$ cat src/rtl/ex3_serial_rx.sv
// ============================================================================
// Module   : ex3_serial_rx
// Brief    : Serial excess-3 digit receiver with range check and digit FIFO.
//            Optional 5-bit frame with odd parity when EX3_PARITY_EN is defined.
// Revision : 1.0 - initial release
// ============================================================================
`timescale 1ns/1ps
`default_nettype none

module ex3_serial_rx #(
  parameter int DEPTH = 2
) (
  input  logic clk,
  input  logic rst,
  input  logic sin,
  input  logic sin_valid,
  input  logic flush,
  output logic w,
  output logic x,
  output logic y,
  output logic z,
  output logic out_valid,
  input  logic out_ready,
  output logic err,
  output logic ovf
);

  localparam int AW = (DEPTH > 1) ? $clog2(DEPTH) : 1;
  localparam logic [AW-1:0] c_ptr_one = AW'(1);
  localparam logic [AW:0]   c_cnt_one = (AW+1)'(1);
  localparam logic [AW:0]   c_depth   = (AW+1)'(DEPTH);
  localparam logic [3:0]    c_code_lo = 4'd3;
  localparam logic [3:0]    c_code_hi = 4'd12;
`ifdef EX3_PARITY_EN
  localparam logic [2:0]    c_last_bit = 3'd4;
`else
  localparam logic [2:0]    c_last_bit = 3'd3;
`endif

  logic [2:0]    r_bitcnt;
  logic [3:0]    r_shift;
  logic [3:0]    r_mem [DEPTH];
  logic [AW-1:0] r_wptr;
  logic [AW-1:0] r_rptr;
  logic [AW:0]   r_count;
  logic [3:0]    r_head;
  logic          r_err;
  logic          r_ovf;

  logic          w_sample;
  logic          w_last;
  logic [3:0]    w_code;
  logic          w_good;
  logic          w_full;
  logic          w_pop;
  logic          w_push_req;
  logic          w_push;
  logic [AW:0]   w_count_n;
  logic [AW-1:0] w_rptr_n;
  logic [3:0]    w_head_n;

  assign w_sample = sin_valid & ~flush;
  assign w_last   = w_sample && (r_bitcnt == c_last_bit);

`ifdef EX3_PARITY_EN
  // Data nibble is complete before the parity bit; parity closes the frame.
  assign w_code = r_shift;
  assign w_good = (w_code >= c_code_lo) && (w_code <= c_code_hi) && (^{r_shift, sin});
`else
  assign w_code = {r_shift[2:0], sin};
  assign w_good = (w_code >= c_code_lo) && (w_code <= c_code_hi);
`endif

  always_ff @(posedge clk or posedge rst) begin
    if (rst) begin
      r_bitcnt <= 3'd0;
      r_shift  <= 4'd0;
    end else if (flush) begin
      r_bitcnt <= 3'd0;
      r_shift  <= 4'd0;
    end else if (sin_valid) begin
      r_bitcnt <= w_last ? 3'd0 : r_bitcnt + 3'd1;
`ifdef EX3_PARITY_EN
      if (!w_last) r_shift <= {r_shift[2:0], sin};
`else
      r_shift <= {r_shift[2:0], sin};
`endif
    end
  end

  assign out_valid  = (r_count != '0);
  assign w_full     = (r_count == c_depth);
  assign w_pop      = out_valid & out_ready;
  assign w_push_req = w_last & w_good;
  assign w_push     = w_push_req & (~w_full | w_pop);

  always_comb begin
    w_count_n = r_count;
    if (w_push && !w_pop)      w_count_n = r_count + c_cnt_one;
    else if (!w_push && w_pop) w_count_n = r_count - c_cnt_one;
  end

  assign w_rptr_n = w_pop ? r_rptr + c_ptr_one : r_rptr;

  // Bypass the incoming digit when it becomes the head on the same edge.
  always_comb begin
    w_head_n = r_mem[w_rptr_n];
    if (w_push && (r_wptr == w_rptr_n)) w_head_n = w_code;
  end

  always_ff @(posedge clk) begin
    if (w_push) r_mem[r_wptr] <= w_code;
  end

  always_ff @(posedge clk or posedge rst) begin
    if (rst) begin
      r_wptr  <= '0;
      r_rptr  <= '0;
      r_count <= '0;
      r_head  <= 4'd0;
      r_err   <= 1'b0;
      r_ovf   <= 1'b0;
    end else begin
      if (w_push) r_wptr <= r_wptr + c_ptr_one;
      r_rptr  <= w_rptr_n;
      r_count <= w_count_n;
      if (w_count_n != '0) r_head <= w_head_n;
      r_err   <= w_last & ~w_good;
      if (w_push_req && w_full && !w_pop) r_ovf <= 1'b1;
    end
  end

  assign w   = r_head[3];
  assign x   = r_head[2];
  assign y   = r_head[1];
  assign z   = r_head[0];
  assign err = r_err;
  assign ovf = r_ovf;

endmodule

`default_nettype wire

$ cat config.mk
export PLATFORM = sky130hd
export DESIGN_NAME = ex3_serial_rx
export DESIGN_NICKNAME = d
export VERILOG_FILES = /design/src/rtl/ex3_serial_rx.sv
export SDC_FILE = /design/constraint.sdc
export NUM_CORES = 1
export LEC_CHECK = 0
export CAP_MARGIN = 20
export CORE_ASPECT_RATIO = 1.4
export CORE_MARGIN = 1.5
export CORE_UTILIZATION = 40
export CTS_BUF_LIST = sky130_fd_sc_hd__clkbuf_4 sky130_fd_sc_hd__clkbuf_8 sky130_fd_sc_hd__clkbuf_16
export DETAILED_ROUTE_END_ITERATION = 12
export HOLD_SLACK_MARGIN = 0.06
export SETUP_SLACK_MARGIN = 0.05
export SLEW_MARGIN = 20
export SYNTH_ARGS = -nofsm -noshare
export SYNTH_HDL_FRONTEND = slang
export SYNTH_SLANG_ARGS = --single-unit
$ cat constraint.sdc
create_clock -name clk -period 2.2 [get_ports clk]
set_clock_uncertainty 0.1 [all_clocks]
set_input_delay 0.33 -clock clk [delete_from_list [all_inputs] [get_ports clk]]
set_output_delay 0.33 -clock clk [all_outputs]
set_load 0.1 [all_outputs]
# [After elaboration in Yosys (flattened, before gate mapping)]
# Memories as Yosys holds them, arrays and structs flattened. A register that Yosys moved wholly into a read port is not among the register bits.
# Index checks and enable logic that the tools add are counted.
[word_totals] out_inout_bits=7 wordCells=47 regBits=12 in_bits=6 mem_count=1 mem_bits_rw=8
[op_classes] n_reduce_logical=11 muxes=10 n_lt_le_gt_ge=2 bitwise=9 eq_ne=2 n_addsub=5
[memory_table] memory="r_mem" words=2 word_bits=4 rd=1 rd_clocked_by_memory_dff=1 write_ports=1 line="42" rtl="logic [3:0] r_mem [DEPTH];"
[ops] operator="$mux 3" n=5
[ops] operator="$logic_and 1x1->1" n=6
[ops] operator="$reduce_bool 2->1" n=3
[ops] operator="$and 1x1->1" n=5
[ops] operator="$ge 4x2->1 const B" n=1
[ops] operator="$le 4x4->1 const B" n=1
[ops] operator="$mux 2" n=2
[ops] operator="$add 3x1->3 const B" n=1
[ops] operator="$eq 3x2->1 const B" n=1
[ops] operator="$mux 1" n=3
[ops] operator="$not 1->1" n=3
[ops] operator="$add 1x1->1 const B" n=2
[ops] operator="$add 2x1->2 const B" n=1
[ops] operator="$eq 2x2->1 const B" n=1
[ops] operator="$logic_not 1->1" n=2
[ops] operator="$sub 2x1->2 const B" n=1
[ops] operator="$or 1x1->1" n=1

# [Logic depth before layout (Yosys ltp)]
# Gate-level depths: netlist (run 1).
[depth] ltp_word=10 depth_mapped=8 mapped_depth_nobuf=8

# [Worst setup path before layout (run 1)]
# Ideal clock, no wire load.
[synth_path] path_type="register to register" from="register r_count[0]" to="register r_head[0], read port of r_mem" setup_slack_ns=-0.227 stages_incl_launch_ff=9 required_ns=1.975 setup_time_ns=0.125 synth_period_minus_slack_ns=2.427 arrival_ns=2.202 path_buffers=0 cell_sequence="dfrtp_1 inv_1 ha_1 inv_1 nand2_1 a21oi_1 o2bb2ai_2 nor2_4 mux2_4"
[synth_via] elab_chain_len=9 elab_cells_between_ends=16 classes_between="2 x add/sub; 1 x eq/ne; 3 x mux; 4 x bitwise; 6 x reduce/logical"
[synth_rtl] item="start, declared" line="45" rtl="logic [AW:0] r_count;"
[synth_rtl] item="start signal, assigned" line="126" rtl="r_count <= w_count_n;"
[synth_rtl] item="$reduce_bool 2->1 *" line="91" rtl="assign out_valid = (r_count != '0);"
[synth_rtl] item="named net out_valid" line="22" rtl="output logic out_valid,"
[synth_rtl] item="$and 1x1->1 *" line="93" rtl="assign w_pop = out_valid & out_ready;"
[synth_rtl] item="$or 1x1->1" line="95" rtl="assign w_push = w_push_req & (~w_full | w_pop);"
[synth_rtl] item="$and 1x1->1" line="95"
[synth_rtl] item="$logic_not 1->1" line="100" rtl="else if (!w_push && w_pop) w_count_n = r_count - c_cnt_one;"
[synth_rtl] item="$logic_and 1x1->1" line="100"
[synth_rtl] item="$mux 2" line="100"
[synth_rtl] item="$mux 2 *" line="99" rtl="if (w_push && !w_pop) w_count_n = r_count + c_cnt_one;"
[synth_rtl] item="named net w_count_n[1]" line="58" rtl="logic [AW:0] w_count_n;"
[synth_rtl] item="$reduce_bool 2->1 *" line="127" rtl="if (w_count_n != '0) r_head <= w_head_n;"
[synth_rtl] item="end, declared" line="46" rtl="logic [3:0] r_head;"
# Mark *: on every way through the listed nets, which the timed path passes. The rest lies on a longest branch.
# A chain may end at the register's enable or synchronous reset.

# [Worst setup path in the final report (run 1)]
[layout_path] from="input flush" to="register r_head[3], read port of r_mem"
[layout_via] elab_chain_len=10 elab_cells_between_ends=11 classes_between="2 x mux; 4 x bitwise; 5 x reduce/logical"
[layout_rtl] item="start, declared" line="17" rtl="input logic flush,"
[layout_rtl] item="$not 1->1 *" line="62" rtl="assign w_sample = sin_valid & ~flush;"
[layout_rtl] item="$and 1x1->1 *" line="62"
[layout_rtl] item="$logic_and 1x1->1 *" line="63" rtl="assign w_last = w_sample && (r_bitcnt == c_last_bit);"
[layout_rtl] item="$and 1x1->1 *" line="94" rtl="assign w_push_req = w_last & w_good;"
[layout_rtl] item="$and 1x1->1 *" line="95"
[layout_rtl] item="$logic_not 1->1" line="100"
[layout_rtl] item="$logic_and 1x1->1" line="100"
[layout_rtl] item="$mux 2" line="100"
[layout_rtl] item="$mux 2 *" line="99"
[layout_rtl] item="named net w_count_n[0]" line="58"
[layout_rtl] item="$reduce_bool 2->1 *" line="127"
# Marks and branches as above.

==> results of run 1 <==
worst paths after layout:
| path | start | end | slack, ns | cells past startpoint |
|---|---|---|---|---|
| max in group asynchronous | rst | r_head[1] | 1.27 | 2 |
| worst min-delay path | rst | r_shift[0] | 0.33 | 2 |
| min in group clk | ovf | ovf | 0.40 | 1 |
| worst min register to register | ovf | ovf | 0.40 | 1 |
| worst max-delay path | flush | r_head[3] | 0.05 | 7 |
| worst max register to register | r_bitcnt[0] | r_head[3] | 0.06 | 7 |
flip-flops by register name, summed over array words and instances (netlist names):
signal and flops:
r_shift 3, r_mem 8, ovf 1, r_count 2, r_wptr 1, r_rptr 1
r_head 4, r_bitcnt 3, err 1
critical path: stages:
cell and delay [ns]:
clkdlybuf4s50_1 0.42, nand4bb_4 0.22, a311oi_4 0.29, mux2i_2 0.31, xnor2_2 0.13, nor2_4 0.19, mux2_4 0.31
cells in the final DEF (no fill, tap or decap), types with 2 or more instances in the layout:
master	synthesis	routed
o21ai_1	0	2
dlygate4sd2_1	0	2
buf_6	0	2
inv_2	0	2
mux2_2	8	8
inv_1	7	4
dfrtp_1	16	16
nor2_1	6	6
mux2_4	4	4
mux2i_1	5	4
ha_4	0	2
buf_4	0	31
clkdlybuf4s50_1	0	3
xnor2_2	1	2
clkbuf_8	0	3
a21oi_1	4	4
nand2_1	4	2
edfxtp_1	8	8
per-layer routing:
layer / part of all wire, % / global-route usage [%]
met4: 3.9 / 11.4
met2: 56 / 28.9
met1: 38 / 18.3
met5: 0 / 0
met3: 2.1 / 1.99
what timing repair did:
item                       CTS  global route
pin swaps                    4             0
buffers inserted             5             2
hold buffers                 0             0
resized for setup           10             3
setup endpoints to repair    8             4
hold endpoints to repair     0             0
stage by stage:
step	instances	area, um2	setup TNS (ns)
2_1_floorplan	87	1210	-0.0331
3_3_place_gp	155	1520	-3.08
3_5_place_dp	155	1520	-3.44
4_1_cts	164	1640	0
5_1_grt	166	1660	-0.107
6_report	166	1660	0
cell type report:
class,instances,area (um2),area share (%)
multi-input combinational,55,576,34.7
clock inverter,1,3.75,0.226
sequential,24,641,38.6
inverter,7,30.0,1.81
clock buffer,3,41.3,2.49
tap,37,46.3,2.79
timing repair buffer,39,323,19.4
cell families (layout without fill, tap and decap cells):
family                     after synthesis  after routing
xor gates and xnor gates                 4              4
buffers and inverters                    8             50
adders and majority gates                3              3
and+or+nand+nor                         16             16
DFF                                     24             24
AOI/OAI and AO/OA                       14             14
muxes                                   18             18
where the power goes:
group | internal, mW | total (mW) | switching [mW]
registers | 0.537 | 0.590 | 0.0534
logic | 0.615 | 1.34 | 0.725
clock network | 0.125 | 0.266 | 0.141
==> results.tsv, run 1 <==
metric	value	unit
status	finished clean	
initial antenna violation count	0	
root buf cell	clkbuf_8	
Final HPWL DP	1.77	mm
clk slew on worst S/H paths	0.08	ns
final hold vios	0	
Final Wtd Congestion	0.770	
top-count cell post-synth	dfrtp_1	
WL/cell	14.2	um
total global-route track usage	16.3	%
vias in the first global route	826	
clk sink count	24	
area growth from synthesis to final layout	39.1	%
first-pass GRT wire length	3.90	mm
Mapped Cells	87	
Routed WL	2.36	mm
post-synth net total	96	
total gr overflow	0	
yosys warns	0	
pwr/cell area	1320	mW/mm2
Tightest Pin Transition	0.618	ns
Total Power	2.20	mW
Die H	67.6	um
H-tree depth	1	
fillcell total	249	
FP Rows	23	
number of routed nets with antenna violations	0	
Synth Area in Compound Gates	10.5	%
post-layout util	58.3	%
total inserted antenna cells	0	
largest cells by area after synthesis	dfrtp_1 34%, edfxtp_1 20%, mux2_2 7.5%, mux2_4 5.0%, mux2i_1 4.2%	
Hold WS	0.327	ns
TritonCTS Buffers	3	
register area share after synthesis	53.7	%
Net count, final	139	
largest net degree at the start of global routing	17	
area share of fa/ha/maj cells after synthesis	3.14	%
DRT iter0 DRCs	11	
setup violators final	0	
top_reg_cell synth	dfrtp_1	
Worst VDD drop	0.000631	V
Core Region	0.00285	mm2
DR vias	821	
Worst Slack Setup Final	0.0542	ns
multiplexer share of the synthesized area	17.7	%
Post-Place Worst Slack	-0.429	ns
full die area	0.00333	mm2
max cap viols	0	
vias per std cell	4.95	
largest family of logic cells by synthesized area	multiplexers	
unrepaired setup endpoints after global routing	yes	
EDFF count, synth	8	
simple-gate share of the synthesized area	8.81	%
P_leak	0.750	nW
Max Root-Sink Buffers	2	
# DRC	0	
# port buffers	12	
crit path time final	2.15	ns
mapped cell area	0.00119	mm2
Avg Inst Size Synth	13.7	um2
Hold Path Class	input port to async pin	
CP required	2.26	ns
CP Launch Type	input port	
post-synth cell types	29	
layout cells sized above 1	52.7	%
post-synthesis async set-or-reset flop share	66.7	%
top post-synthesis cells by count	16 x dfrtp_1, 8 x edfxtp_1, 8 x mux2_2	
starting density of the core	41.9	%
crit share post-route	97.5	%
CP Data Arrival Time	2.21	ns
CP Capture Type	flip-flop	
die width	49.2	um
first-pass iteration count of the detailed router	3	
cell taking the most area after synthesis	dfrtp_1	
synthesis-stage register bit count	24	
CP max FO	4	
CTS tree	yes	
clock latency on the worst-skew pair	0.27	ns
I/O pin count	13	
XOR/XNOR Fraction of Synth Area	3.56	%
area share of the largest cell type after synthesis	33.5	%
critical path type	input port to flip-flop	
FMAX	0.466	GHz
Slew HR	58.8	%
Slew Limit Fails	0	
Power figures use the tool's default switching activity.
==> run 2: changes to the inputs <==
Settings changed: REMOVE_ABC_BUFFERS set to 1.
==> run 2 against run 1 <==
Wire length fell by 5.1%. Via count decreased by 4.5%. Global-route usage shrank 0.17 points. First-iteration DRC count fell by 55%. Die area unchanged. Critical path depth up 2. Non-clock buffer count shrank 3. Core utilization decreased by 0.26 points.
==> results.tsv, run 2 (synthesis gave the netlist of run 1 again) <==
metric	value	unit	change
Slew HR	58.9	%	+0.10 points
flop2flop setup slack	0.05	ns	about the same
Layout Cells excl Fill	163		-1.8%
Hold WS	0.324	ns	-0.00313 ns
dpl cells	155		unchanged
critical path type	flip-flop to flip-flop		
clk slew on worst S/H paths	0.08	ns	about the same
# DRC	0		unchanged
final hold vios	0		unchanged
reg2reg path depth	9		+2
number of routed nets with antenna violations	0		unchanged
max FFs per register	8		unchanged
Slew Limit Fails	0		unchanged
full die area	0.00333	mm2	unchanged
largest net degree at the start of global routing	17		unchanged
Largest regs	r_mem (8), r_head (4)		
fillcell total	237		-4.8%
P_leak	0.751	nW	+0.12%
FP Rows	23		unchanged
FMAX	0.465	GHz	-0.26%
Final HPWL DP	1.68	mm	-4.9%
starting density of the core	41.9	%	unchanged
crit path time final	2.15	ns	+0.00565 ns
Hold Path Class	input port to async pin		
I/O pin count	13		unchanged
CP required	2.26	ns	about the same
DR vias	784		-4.5%
vias per std cell	4.81		-2.7%
Net count, final	136		-2.2%
status	finished clean		
die width	49.2	um	unchanged
Routed WL	2.24	mm	-5.1%
Max Root-Sink Buffers	2		unchanged
total gr overflow	0		unchanged
CTS tree	yes		
cts hold-fix bufs	0		unchanged
initial antenna violation count	0		unchanged
setup violators final	0		unchanged
Post-Place Worst Slack	-0.354	ns	+0.0758 ns
WL/cell	13.7	um	-3.4%
Worst Slack Setup Final	0.0486	ns	-0.00565 ns
clock latency on the worst-skew pair	0.27	ns	about the same
Worst VDD drop	0.000622	V	-1.4%
H-tree depth	1		unchanged
total inserted antenna cells	0		unchanged
CP Data Arrival Time	2.21	ns	about the same
pwr/cell area	1320	mW/mm2	about the same
TritonCTS Buffers	3		unchanged
area growth from synthesis to final layout	38.5	%	
CP Capture Type	flip-flop		
total global-route track usage	16.1	%	-0.17 points
vias in the first global route	854		+3.4%
Core Region	0.00285	mm2	unchanged
commonest non-fill, non-tap cell in the layout	buf_4		
worst r2r src	r_count[1]		
Die H	67.6	um	unchanged
CP max FO	4		unchanged
DRT iter0 DRCs	5		-6
largest reg by FF count	r_mem		
CP startpoint	r_count[1]		
crit path capture	r_head[2]		
Final Wtd Congestion	0.759		-1.5%
clk sink count	24		unchanged
layout cells sized above 1	52.4	%	-0.33 points
# port buffers	12		unchanged
root buf cell	clkbuf_8		
Reg-to-Reg End	r_head[2]		
Tightest Pin Transition	0.616	ns	-0.00152 ns
crit share post-route	97.8	%	+0.26 points
first-pass iteration count of the detailed router	3		unchanged
CP Launch Type	flip-flop		
first-pass GRT wire length	3.91	mm	+0.18%
commonest non-fill, non-tap cells in the layout	28 x buf_4, 16 x dfrtp_1, 8 x mux2_2, 8 x edfxtp_1		
max cap viols	0		unchanged
unrepaired setup endpoints after global routing	yes		
[run 2: power breakdown]
part | internal, mW | leakage (nW) | switching (mW)
clock network | 0.160 | 0.0288 | 0.138
logic | 0.586 | 0.445 | 0.714
registers | 0.537 | 0.278 | 0.0506
[run 2: how the worst min path moves through the flow]
stage	start	end	slack [ns]	cells past startpoint
after global routing	rst	r_shift[2]	0.40	2
after global placement	ovf	ovf	0.36	1
final	rst	r_shift[1]	0.32	2
after floorplan	rst	err	0.14	1
after detailed placement	ovf	ovf	0.37	1
after CTS	rst	r_shift[2]	0.35	2
[run 2: timing repair]
action,4_1_cts,5_1_grt
pin swaps,6,2
setup endpoints to repair,4,4
buffers inserted,4,0
gates resized for setup,12,8
[run 2: cell type report]
type / count / area, um2 / area share, %
flip-flops and latches: 24 / 641 / 38.8
inverters: 7 / 26.3 / 1.59
repair buffers: 36 / 300 / 18.2
clock buffers: 4 / 55.1 / 3.33
multi-input cells: 55 / 584 / 35.4
well taps: 37 / 46.3 / 2.80
[run 2: through the flow]
step	util, %	TNS (ns)	total power, mW	cell area (um2)
2_1_floorplan	-	-1.69	1.43	1190
3_3_place_gp	52.7	-2.10	1.75	1500
3_5_place_dp	52.7	-2.40	1.76	1500
4_1_cts	56.7	0	2.13	1620
5_1_grt	58.0	-0.144	2.31	1650
6_report	58.0	0	2.18	1650
[run 2: critical path, stage by stage (launching register included)]
cell	delay (ns)
dfrtp_1	0.36
inv_1	0.08
ha_4	0.18
nor2b_4	0.14
buf_6	0.13
nor2_1	0.04
mux2_2	0.29
nand2_4	0.10
mux2_2	0.35
mux2_4	0.27
[run 2: metal layers]
| layer | share of wire (%) | up-vias | track usage (%) |
|---|---|---|---|
| li1 | - | 387 | - |
| met1 | 40 | 377 | 16.4 |
| met2 | 54 | 14 | 29.7 |
| met3 | 2.4 | 6 | 1.99 |
| met4 | 4.2 | 0 | 13.2 |
| met5 | 0 | - | 0 |
